--- src/rtl/instr_fetch_pkg.sv ---
// Shared instruction-word field layout, halt opcode and fetch FSM encoding.
// Imported by the fetch sequencer, the control unit and their benches.
package instr_fetch_pkg;

  localparam logic [2:0] HALT_OPCODE = 3'b111;

  typedef struct packed {
    logic [2:0] opcode;  // [15:13]
    logic [2:0] rsel;    // [12:10]
    logic [9:0] imm;     // [9:0]
  } instr_t;

  typedef enum logic [1:0] {
    ST_IDLE  = 2'd0,
    ST_FETCH = 2'd1,
    ST_ISSUE = 2'd2,
    ST_HALT  = 2'd3
  } fetch_state_t;

  function automatic logic [2:0] opcode_of(input logic [15:0] word);
    instr_t fields;
    fields = instr_t'(word);
    return fields.opcode;
  endfunction

  function automatic logic [2:0] reg_of(input logic [15:0] word);
    instr_t fields;
    fields = instr_t'(word);
    return fields.rsel;
  endfunction

  function automatic logic [9:0] imm_of(input logic [15:0] word);
    instr_t fields;
    fields = instr_t'(word);
    return fields.imm;
  endfunction

endpackage

--- src/rtl/instr_fetch_prog_mem.sv ---
// Program memory: DEPTH x 16, synchronous write, registered read.
// The read register is the instruction register seen by the control unit.
module prog_mem #(
  parameter int DEPTH  = 16,
  parameter int ADDR_W = 4
) (
  input  logic              clock,
  input  logic              Resetn,
  input  logic              we,
  input  logic [ADDR_W-1:0] waddr,
  input  logic [15:0]       wdata,
  input  logic              re,
  input  logic [ADDR_W-1:0] raddr,
  output logic [15:0]       rdata
);

  logic [15:0] mem_reg [DEPTH];
  logic [15:0] rdata_reg;

  // Array kept free of reset so it maps onto block RAM; contents survive reset.
  always_ff @(posedge clock) begin
    if (we) begin
      mem_reg[waddr] <= wdata;
    end
  end

  always_ff @(posedge clock) begin
    if (!Resetn) begin
      rdata_reg <= '0;
    end else if (re) begin
      rdata_reg <= mem_reg[raddr];
    end
  end

  assign rdata = rdata_reg;

endmodule

--- src/rtl/instr_fetch.sv ---
// Instruction fetch sequencer: loads a program, then issues words in PC order
// and holds each until the control unit reports done, stopping on HALT_OP.
module instr_fetch
  import instr_fetch_pkg::*;
#(
  parameter int         DEPTH   = 16,
  parameter int         ADDR_W  = 4,
  parameter logic [2:0] HALT_OP = HALT_OPCODE
) (
  input  logic              clock,
  input  logic              Resetn,
  input  logic              load_en,
  input  logic [ADDR_W-1:0] load_addr,
  input  logic [15:0]       load_data,
  input  logic              run,
  input  logic              done,
  output logic [15:0]       iin,
  output logic              iin_valid,
  output logic [ADDR_W-1:0] pc,
  output logic              halted
);

  fetch_state_t      state_reg;
  logic [ADDR_W-1:0] pc_reg;
  logic              iin_valid_reg;
  logic              halted_reg;
  logic [15:0]       mem_rdata;
  logic              mem_we;
  logic              mem_re;

  // Loads are only accepted while not sequencing, so a write never races a fetch.
  assign mem_we = Resetn && load_en && ((state_reg == ST_IDLE) || (state_reg == ST_HALT));
  assign mem_re = (state_reg == ST_FETCH);

  prog_mem #(
    .DEPTH  (DEPTH),
    .ADDR_W (ADDR_W)
  ) u_prog_mem (
    .clock  (clock),
    .Resetn (Resetn),
    .we     (mem_we),
    .waddr  (load_addr),
    .wdata  (load_data),
    .re     (mem_re),
    .raddr  (pc_reg),
    .rdata  (mem_rdata)
  );

  always_ff @(posedge clock) begin
    if (!Resetn) begin
      state_reg     <= ST_IDLE;
      pc_reg        <= '0;
      iin_valid_reg <= 1'b0;
      halted_reg    <= 1'b0;
    end else begin
      case (state_reg)
        ST_IDLE: begin
          if (run) begin
            state_reg <= ST_FETCH;
            pc_reg    <= '0;
          end
        end
        ST_FETCH: begin
          state_reg     <= ST_ISSUE;
          iin_valid_reg <= 1'b1;
        end
        ST_ISSUE: begin
          // A halt word stops without waiting for done and leaves pc on it.
          if (opcode_of(mem_rdata) == HALT_OP) begin
            state_reg     <= ST_HALT;
            iin_valid_reg <= 1'b0;
            halted_reg    <= 1'b1;
          end else if (done) begin
            state_reg     <= ST_FETCH;
            iin_valid_reg <= 1'b0;
            pc_reg        <= pc_reg + ADDR_W'(1);
          end
        end
        ST_HALT: begin
          if (run) begin
            state_reg  <= ST_FETCH;
            pc_reg     <= '0;
            halted_reg <= 1'b0;
          end
        end
        default: begin
          state_reg <= ST_IDLE;
        end
      endcase
    end
  end

  assign iin       = mem_rdata;
  assign iin_valid = iin_valid_reg;
  assign pc        = pc_reg;
  assign halted    = halted_reg;

endmodule

--- config.mk ---
export PLATFORM = sky130hd
export DESIGN_NAME = instr_fetch
export DESIGN_NICKNAME = d
export VERILOG_FILES = /design/src/rtl/instr_fetch_pkg.sv /design/src/rtl/instr_fetch_prog_mem.sv /design/src/rtl/instr_fetch.sv
export SDC_FILE = /design/constraint.sdc
export NUM_CORES = 1
export LEC_CHECK = 0
export ABC_CLOCK_PERIOD_IN_PS = 6900
export CAP_MARGIN = 20
export CORE_UTILIZATION = 55
export DETAILED_ROUTE_END_ITERATION = 8
export PLACE_DENSITY = 0.72
export SLEW_MARGIN = 20
export SYNTH_ARGS = -nofsm -noshare
export SYNTH_HDL_FRONTEND = slang
export SYNTH_SLANG_ARGS = --single-unit
--- constraint.sdc ---
create_clock -name clock -period 6.9 [get_ports clock]
set_input_delay 2.07 -clock clock [delete_from_list [all_inputs] [get_ports clock]]
set_output_delay 2.07 -clock clock [all_outputs]
set_load 0.02 [all_outputs]
==> impl_metrics.tcl, run 1 <==
set metrics [dict create \
    status "complete, no violations" \
    synth_fp_nets 700 \
    fin_nets 749 \
    gp_congestion 0.821 \
    dieArea_mm2 0.0205 \
    syn-cell-area_mm2 0.0110 \
    async_reset_ff_frac 0 \
    timing.final.hold_violations 0 \
    grt_max_degree 48 \
    max_slew.worst_pin.slew_ps 1100 \
    numCtsBuffers 27 \
    largest_reg_flops 256 \
    ctsRootBufferMaster "clkbuf_16" \
    antenna_left 0 \
    layoutNonFillerInstCount 1003 \
    worstPathMaxFanout 43 \
    antenna_cells 0 \
    tns_ps 0 \
    grt_use_total 0.225 \
    critPathMaxStageDelay_ps 820 \
    cp.arrival_ps 2100 \
    cpLargestDelayFamily "flip-flops" \
    drive_gt1_frac 0.0949 \
    path_cells "clkdlybuf4s50_1" \
    syn2layout_area_growth_pct 14.4 \
    grt_pass1_wl_um 33700 \
    reg2reg_to "u_prog_mem.mem_reg[4][14]" \
    ys_types 36 \
    n_fill_cell 1394 \
    rows 51 \
    clock_sinks 280 \
    grt.overflow.total 0 \
    cp-endpoint "pc[2]" \
    ys_seq_elements 280 \
    seq_area_frac_synth 0.744 \
    r2r_setup_slack_ps 4180 \
    setup_viol 0 \
    grt_pass1_vias 5966 \
    drt_iter0_drc 461 \
    path_clk_slew_ps 60 \
    io_buffers 46 \
    critPathSlowestCell "dfxtp_4" \
    crit_buf_inv 1 \
    die_h_um 143 \
    cts_resized 0 \
    worstSetupEndpointType "output port" \
    cp-startpoint "pc[2]" \
    min_path_type "register to register" \
    synth_edf_count 256 \
    reg2reg_from "state_reg[0]" \
    relSlewSlack 0.267 \
    avgSynthCellArea_um2 16.4 \
    place_inst 955 \
    dr_total_vias 5928 \
    dp_hpwl_um 13400 \
    ir_drop_v 0.000237 \
    cts_buffer_depth 3 \
    cp_num_cells 1 \
    fmax_mhz 240 \
    finalMaxSlewViolations 0 \
    start_util 0.562 \
    cap_violations 0 \
    dr.pass1.iters 5 \
    multi_input_area_mm2 0.00262 \
    period_minus_slack_ps 4170 \
    clock_latency_ps 530 \
    antenna_found_initial 0 \
    cts_setup_buffers 0 \
    routed_wl_um 22300 \
    p_per_area_mw_per_mm2 296 \
    synth_ff_type "edfxtp_1" \
    io_pins 47 \
    cp_data_required_time_ps 4830 \
    routedWlPerCell_um 22.2 \
    route.detailed.drc 0 \
    rsz0062_at_grt "false" \
    period_share 0.605 \
    cts_hold_buf 0 \
    ff2ff_path_depth 5 \
    core_mm2 0.0195 \
    final-seq-area_mm2 0.00817 \
    cts_tree "done" \
    finalPower_uw 3710 \
    fin_skew_ps 11.9 \
    p_leak_uw 0.00387 \
    yosysWarnings 0 \
    routed_via_density 5.91 \
    fp.dieW_um 143 \
    syn_inst 670 \
    worst_setup_path_start_kind "register" \
    critical_path_class "register to output port" \
    cts.htree.levels 1 \
]
through the flow:
| stage | hold WS, ps | util | setup slack, ps | area [um^2] |
|---|---|---|---|---|
| 2_1_floorplan | 499 | - | 2650 | 11000 |
| 3_3_place_gp | 435 | 0.598 | 2380 | 11700 |
| 3_5_place_dp | 439 | 0.598 | 2300 | 11700 |
| 4_1_cts | 453 | 0.643 | 2690 | 12600 |
| 5_1_grt | 481 | 0.643 | 2640 | 12600 |
| 6_report | 452 | 0.643 | 2730 | 12600 |
cells by family after synthesis:
logic type	after synthesis	share of synthesized area
flops	280	0.744
simple gates	135	0.0581
mux	129	0.118
compound gates	81	0.0516
buf+inv	40	0.0229
fa+ha+maj	5	0.00570
per-layer routing:
metal | track usage | share of wire
met2 | 0.378 | 0.49
met1 | 0.309 | 0.43
met5 | 0 | 0
met4 | 0.0661 | 0.024
met3 | 0.0302 | 0.051
report_power, final:
group / total, uW / switching, uW / internal, uW
registers: 1930 / 28.9 / 1900
clock network: 1460 / 579 / 876
logic: 324 / 208 / 117
worst min path at each step:
stage                     cells past startpoint                  end                 from  slack [ps]
after CTS                                     2  u_prog_mem.rdata[2]  u_prog_mem.rdata[2]         450
final                                         2  u_prog_mem.rdata[2]  u_prog_mem.rdata[2]         450
after detailed placement                      2  u_prog_mem.rdata[2]  u_prog_mem.rdata[2]         440
after global placement                        2  u_prog_mem.rdata[5]  u_prog_mem.rdata[5]         430
after floorplan                               2         state_reg[1]         state_reg[1]         500
after global routing                          2  u_prog_mem.rdata[2]  u_prog_mem.rdata[2]         480
layout by cell type (no fill, tap or decap), types with 5 or more instances in the layout:
master           synthesis  layout
clkbuf_16                0      27
clkdlybuf4s50_1          0      46
mux2i_1                129     129
a22oi_1                 48      48
nand3_1                 52      52
nor2b_1                  7       5
edfxtp_1               256     256
nor2_2                   0      13
nand2_1                 41      41
dfxtp_1                 24      23
buf_4                    4      11
nor2_1                  18       5
a21oi_1                 17      17
ha_1                     5       5
clkbuf_1                 9       7
final cells by class:
class | count | area share
Sequential cell | 280 | 0.651
Multi-Input combinational cell | 350 | 0.208
Clock buffer | 35 | 0.0570
Timing Repair Buffer | 57 | 0.0433
Tap cell | 265 | 0.0264
Clock inverter | 13 | 0.0131
Inverter | 3 | 0.000897
cells in the mapped netlist, drive strengths merged, types with 2 or more instances:
library cell  count  area, um^2
o31ai             2        15.0
nand3            53         270
or3b              2        17.5
nor3              6        30.0
a21boi            5        37.5
nand2b            2        12.5
nor2b             7        43.8
dfxtp            24         480
nor2             18        67.6
nand2            41         154
a22oi            48         360
o21ai             2        10.0
ha                5        62.6
buf              28         206
inv               3        11.3
clkbuf            9        33.8
mux2i           129        1290
edfxtp          256        7690
a21oi            17        85.1
and3              2        12.5
Power figures use the tool's default switching activity.
==> run 2: changes to the inputs <==
Settings changed: ABC_CLOCK_PERIOD_IN_PS 6900 to 3500, CORE_UTILIZATION 55 to 54, PLACE_DENSITY 0.72 to 0.74.
Clock period 6.9 ns to 3.5 ns, I/O delays scaled along.
==> impl_metrics.tcl, run 2 (same netlist as run 1, synthesis figures left out) <==
set metrics [dict create \
    status "complete, no violations" \
    final_common_cell "edfxtp_1" \
    cts_buffer_depth 3 \
    gp_congestion 0.897 \
    period_minus_slack_ps 2760 \
    die_h_um 145 \
    worstPathMaxFanout 9 \
    cpLargestDelayFamily "buffers and inverters" \
    largest_reg_flops 256 \
    p_per_area_mw_per_mm2 584 \
    p_leak_uw 0.00396 \
    cts_resized 0 \
    pwr-share-seq 0.513 \
    cts_tree "done" \
    p_switching_uw 1680 \
    antenna_found_initial 0 \
    pwr-share-comb 0.089 \
    grt_pass1_wl_um 35800 \
    netSwitchingFraction 0.226 \
    setup_viol 0 \
    relSlewSlack 0.280 \
    rows 51 \
    crit_buf_inv 1 \
    fin_skew_ps 11.3 \
    multi_input_area_mm2 0.00262 \
    io_buffers 46 \
    tns_ps 0 \
    period_share 0.790 \
    dieArea_mm2 0.0209 \
    routed_wl_um 24500 \
    cp.arrival_ps 1710 \
    clkPwrFrac 0.398 \
    core_mm2 0.0197 \
    routed_via_density 5.95 \
    finalMaxSlewViolations 0 \
    critPathMaxStageDelay_ps 670 \
    clock_latency_ps 530 \
    cts_hold_buf 0 \
    worst_setup_path_start_kind "register" \
    pre_cts_ws_ps 554 \
    ctsRootBufferMaster "clkbuf_16" \
    fmax_mhz 362 \
    grt_use_total 0.243 \
    timing.final.hold_violations 0 \
    grt_max_degree 132 \
    rsz0062_at_grt "false" \
    dp_hpwl_um 14900 \
    critPathSlowestCell "clkdlybuf4s50_1" \
    fin_ws_ps 735 \
    grt.overflow.total 0 \
    drive_gt1_frac 0.119 \
    ir_drop_v 0.000396 \
    cp_data_required_time_ps 2450 \
    cts.htree.levels 1 \
    path_clk_slew_ps 60 \
    fin_util 0.645 \
    dr_total_vias 6071 \
    path_cells "clkdlybuf4s50_1" \
    critical_path_class "register to output port" \
    dr.pass1.iters 5 \
    final_cell_mix "edfxtp_1 (256), mux2i_1 (129), nand3_1 (52)" \
    fp.dieW_um 145 \
    clock_sinks 280 \
    intPower_uw 5750 \
    cap_violations 0 \
    worstSetupEndpointType "output port" \
    routedWlPerCell_um 24.0 \
    io_pins 47 \
    drt_iter0_drc 615 \
    start_util 0.557 \
    n_fill_cell 1327 \
    numCtsBuffers 28 \
    route.detailed.drc 0 \
    syn2layout_area_growth_pct 15.9 \
    r2r_setup_slack_ps 1130 \
    max_slew.worst_pin.slew_ps 1080 \
    final-seq-area_mm2 0.00817 \
    antenna_cells 0 \
    antenna_left 0 \
    grt_pass1_vias 5961 \
    min_path_type "register to register" \
    fin_nets 764 \
    cts_setup_buffers 0 \
]
-- run 2: power by group through the flow --
| stage | clock network, uW | logic (uW) | registers, uW |
|---|---|---|---|
| 4_1_cts | 2990 | 663 | 3810 |
| 3_3_place_gp | 0 | 641 | 3870 |
| 2_1_floorplan | 0 | 278 | 3930 |
| 6_report | 2960 | 661 | 3810 |
| 5_1_grt | 3120 | 713 | 3820 |
| 3_5_place_dp | 0 | 658 | 3880 |
-- run 2: per-layer routing --
layer,part of all wire,GRT usage,vias up
met3,0.064,0.0447,60
li1,-,-,2737
met2,0.49,0.414,235
met1,0.40,0.304,3039
met4,0.042,0.110,0
met5,0,0,-
-- run 2: worst paths after layout --
path | startpoint | cells past startpoint | end
worst min register to register | u_prog_mem.rdata[5] | 2 | u_prog_mem.rdata[5]
worst max register to register | pc[1] | 5 | u_prog_mem.rdata[1]
worst max-delay path | pc[0] | 1 | pc[0]
worst min-delay path | u_prog_mem.rdata[5] | 2 | u_prog_mem.rdata[5]
-- run 2: cell type report --
type / instances / share of cell area
Timing Repair Buffer: 71 / 0.0519
Clock buffer: 35 / 0.0596
Sequential cell: 280 / 0.642
Tap cell: 265 / 0.0261
Inverter: 3 / 0.000885
Multi-Input combinational cell: 350 / 0.206
Clock inverter: 16 / 0.0134
-- run 2: per-stage QoR --
stage	instances	power (uW)	cell area, um^2	hold WS, ps
2_1_floorplan	670	4200	11000	499
3_3_place_gp	969	4510	11800	448
3_5_place_dp	969	4540	11800	447
4_1_cts	1020	7460	12700	461
5_1_grt	1020	7650	12700	485
6_report	1020	7430	12700	464
==> run 3: changes to the inputs <==
Settings changed: ABC_CLOCK_PERIOD_IN_PS 3500 to 2300.
Clock period 3.5 ns to 2.3 ns, I/O delays scaled along.
==> impl_metrics.tcl, run 3 (same netlist as run 1, synthesis figures left out) <==
set metrics [dict create \
    period_share 0.978 \
    p_leak_uw 0.00420 \
    antenna_cells 0 \
    worst_setup_path_start_kind "register" \
    final-seq-area_mm2 0.00817 \
    status "complete, no violations" \
    cts.htree.levels 1 \
    fp.dieW_um 145 \
    routedWlPerCell_um 24.2 \
    path_cells "clkdlybuf4s50_1" \
    holdPathStages 2 \
    multi_input_area_mm2 0.00263 \
    crit_buf_inv 1 \
    max_slew.worst_pin.slew_ps 499 \
    final_cell_mix "edfxtp_1 (256), mux2i_1 (129), nand3_1 (52)" \
    clock_sinks 280 \
    numCtsBuffers 27 \
    drt_iter0_drc 646 \
    ff2ff_path_depth 6 \
    io_buffers 46 \
    cts_tree "done" \
    finalMaxSlewViolations 0 \
    worstPathMaxFanout 2 \
    drive_gt1_frac 0.147 \
    start_util 0.557 \
    place_area_mm2 0.0123 \
    critPathSlowestCell "clkdlybuf4s50_1" \
    fin_util 0.667 \
    cap_violations 0 \
    worstSetupEndpointType "output port" \
    route.detailed.drc 0 \
    postLayoutCellArea_mm2 0.0132 \
    clock_latency_ps 530 \
    grt_use_total 0.254 \
    finalPower_uw 11200 \
    cts_buffer_depth 3 \
    dieArea_mm2 0.0209 \
    antenna_found_initial 0 \
    fin_nets 792 \
    worstHoldStart "u_prog_mem.rdata[3]" \
    die_h_um 145 \
    routed_via_density 5.95 \
    grt_pass1_wl_um 37200 \
    grt.overflow.total 0 \
    dr.pass1.iters 5 \
    cts_setup_buffers 0 \
    relSlewSlack 0.667 \
    cp_data_required_time_ps 1610 \
    antenna_left 0 \
    setup_viol 0 \
    ir_drop_v 0.000670 \
    rsz0062_at_grt "false" \
    critical_path_class "register to output port" \
    core_mm2 0.0197 \
    grt_pass1_vias 6187 \
    grt_max_degree 38 \
    routed_wl_um 25300 \
    cts_hold_buf 0 \
    worstHoldEndpoint "u_prog_mem.rdata[3]" \
    dp_hpwl_um 16000 \
    tns_ps 0 \
    cpLargestDelayFamily "buffers and inverters" \
    syn2layout_area_growth_pct 19.8 \
    io_pins 47 \
    timing.hold.ws_ps 462 \
    dr_total_vias 6227 \
    gp_congestion 0.858 \
    fin_skew_ps 8.88 \
    r2r_setup_slack_ps 180 \
    final_common_cell "edfxtp_1" \
    p_per_area_mw_per_mm2 849 \
    largest_reg_flops 256 \
    timing.final.hold_violations 0 \
    critPathMaxStageDelay_ps 640 \
    min_path_type "register to register" \
    path_clk_slew_ps 60 \
    period_minus_slack_ps 2250 \
    rows 51 \
    cp.arrival_ps 1560 \
    reg2reg_to "u_prog_mem.mem_reg[10][1]" \
    n_fill_cell 1294 \
    ctsRootBufferMaster "clkbuf_16" \
    reg2reg_from "state_reg[0]" \
    fmax_mhz 444 \
]
run 3: cell count changes in the layout (fill, tap and decap cells not counted), moves of 3 or more:
cell,delta
buf_4,+9
buf_12,+20
clkdlybuf4s50_1,-3
clkinvlp_4,-3
run 3: per-stage QoR:
stage / std cells / worst slack (ps)
after floorplan: 670 / -206
after global placement: 998 / -224
after detailed placement: 998 / -270
after CTS: 1047 / 24.2
after global routing: 1047 / 7.69
final: 1047 / 50.0
run 3: routing by layer:
metal / up-vias / global-route usage / share of wire
li1: 2792 / - / -
met2: 265 / 0.396 / 0.48
met1: 3108 / 0.354 / 0.41
met3: 62 / 0.0460 / 0.077
met4: 0 / 0.107 / 0.041
met5: - / 0 / 0
run 3: worst max path at each step:
stage / from / endpoint / slack [ps] / cells past startpoint
global route: u_prog_mem.rdata[14] / iin[14] / 8 / 1
finish: u_prog_mem.rdata[5] / iin[5] / 50 / 1
global placement: Resetn / u_prog_mem.mem_reg[10][6] / -220 / 5
detailed placement: Resetn / u_prog_mem.mem_reg[10][1] / -270 / 5
floorplan: state_reg[0] / u_prog_mem.mem_reg[10][0] / -210 / 6
CTS: pc[3] / pc[3] / 20 / 1
run 3: power breakdown:
part	internal [uW]	leakage (uW)	switching (uW)
combinational	414	0.00126	679
sequential	5700	0.00250	88.6
clock	2530	0.000434	1760
total	8650	0.00420	2530
run 3: timing repair:
action / 4_1_cts / 5_1_grt
gates resized for setup: 1 / 2
pin swaps: 0 / 0
setup endpoints to repair: 1 / 2
run 3: final cells by class:
type	instances	share of cell area
clock buffer	37	0.0606
clock inverter	12	0.00628
inverter	3	0.000856
multi-input combinational	350	0.200
sequential	280	0.621
tap	265	0.0252
timing repair buffer	100	0.0861
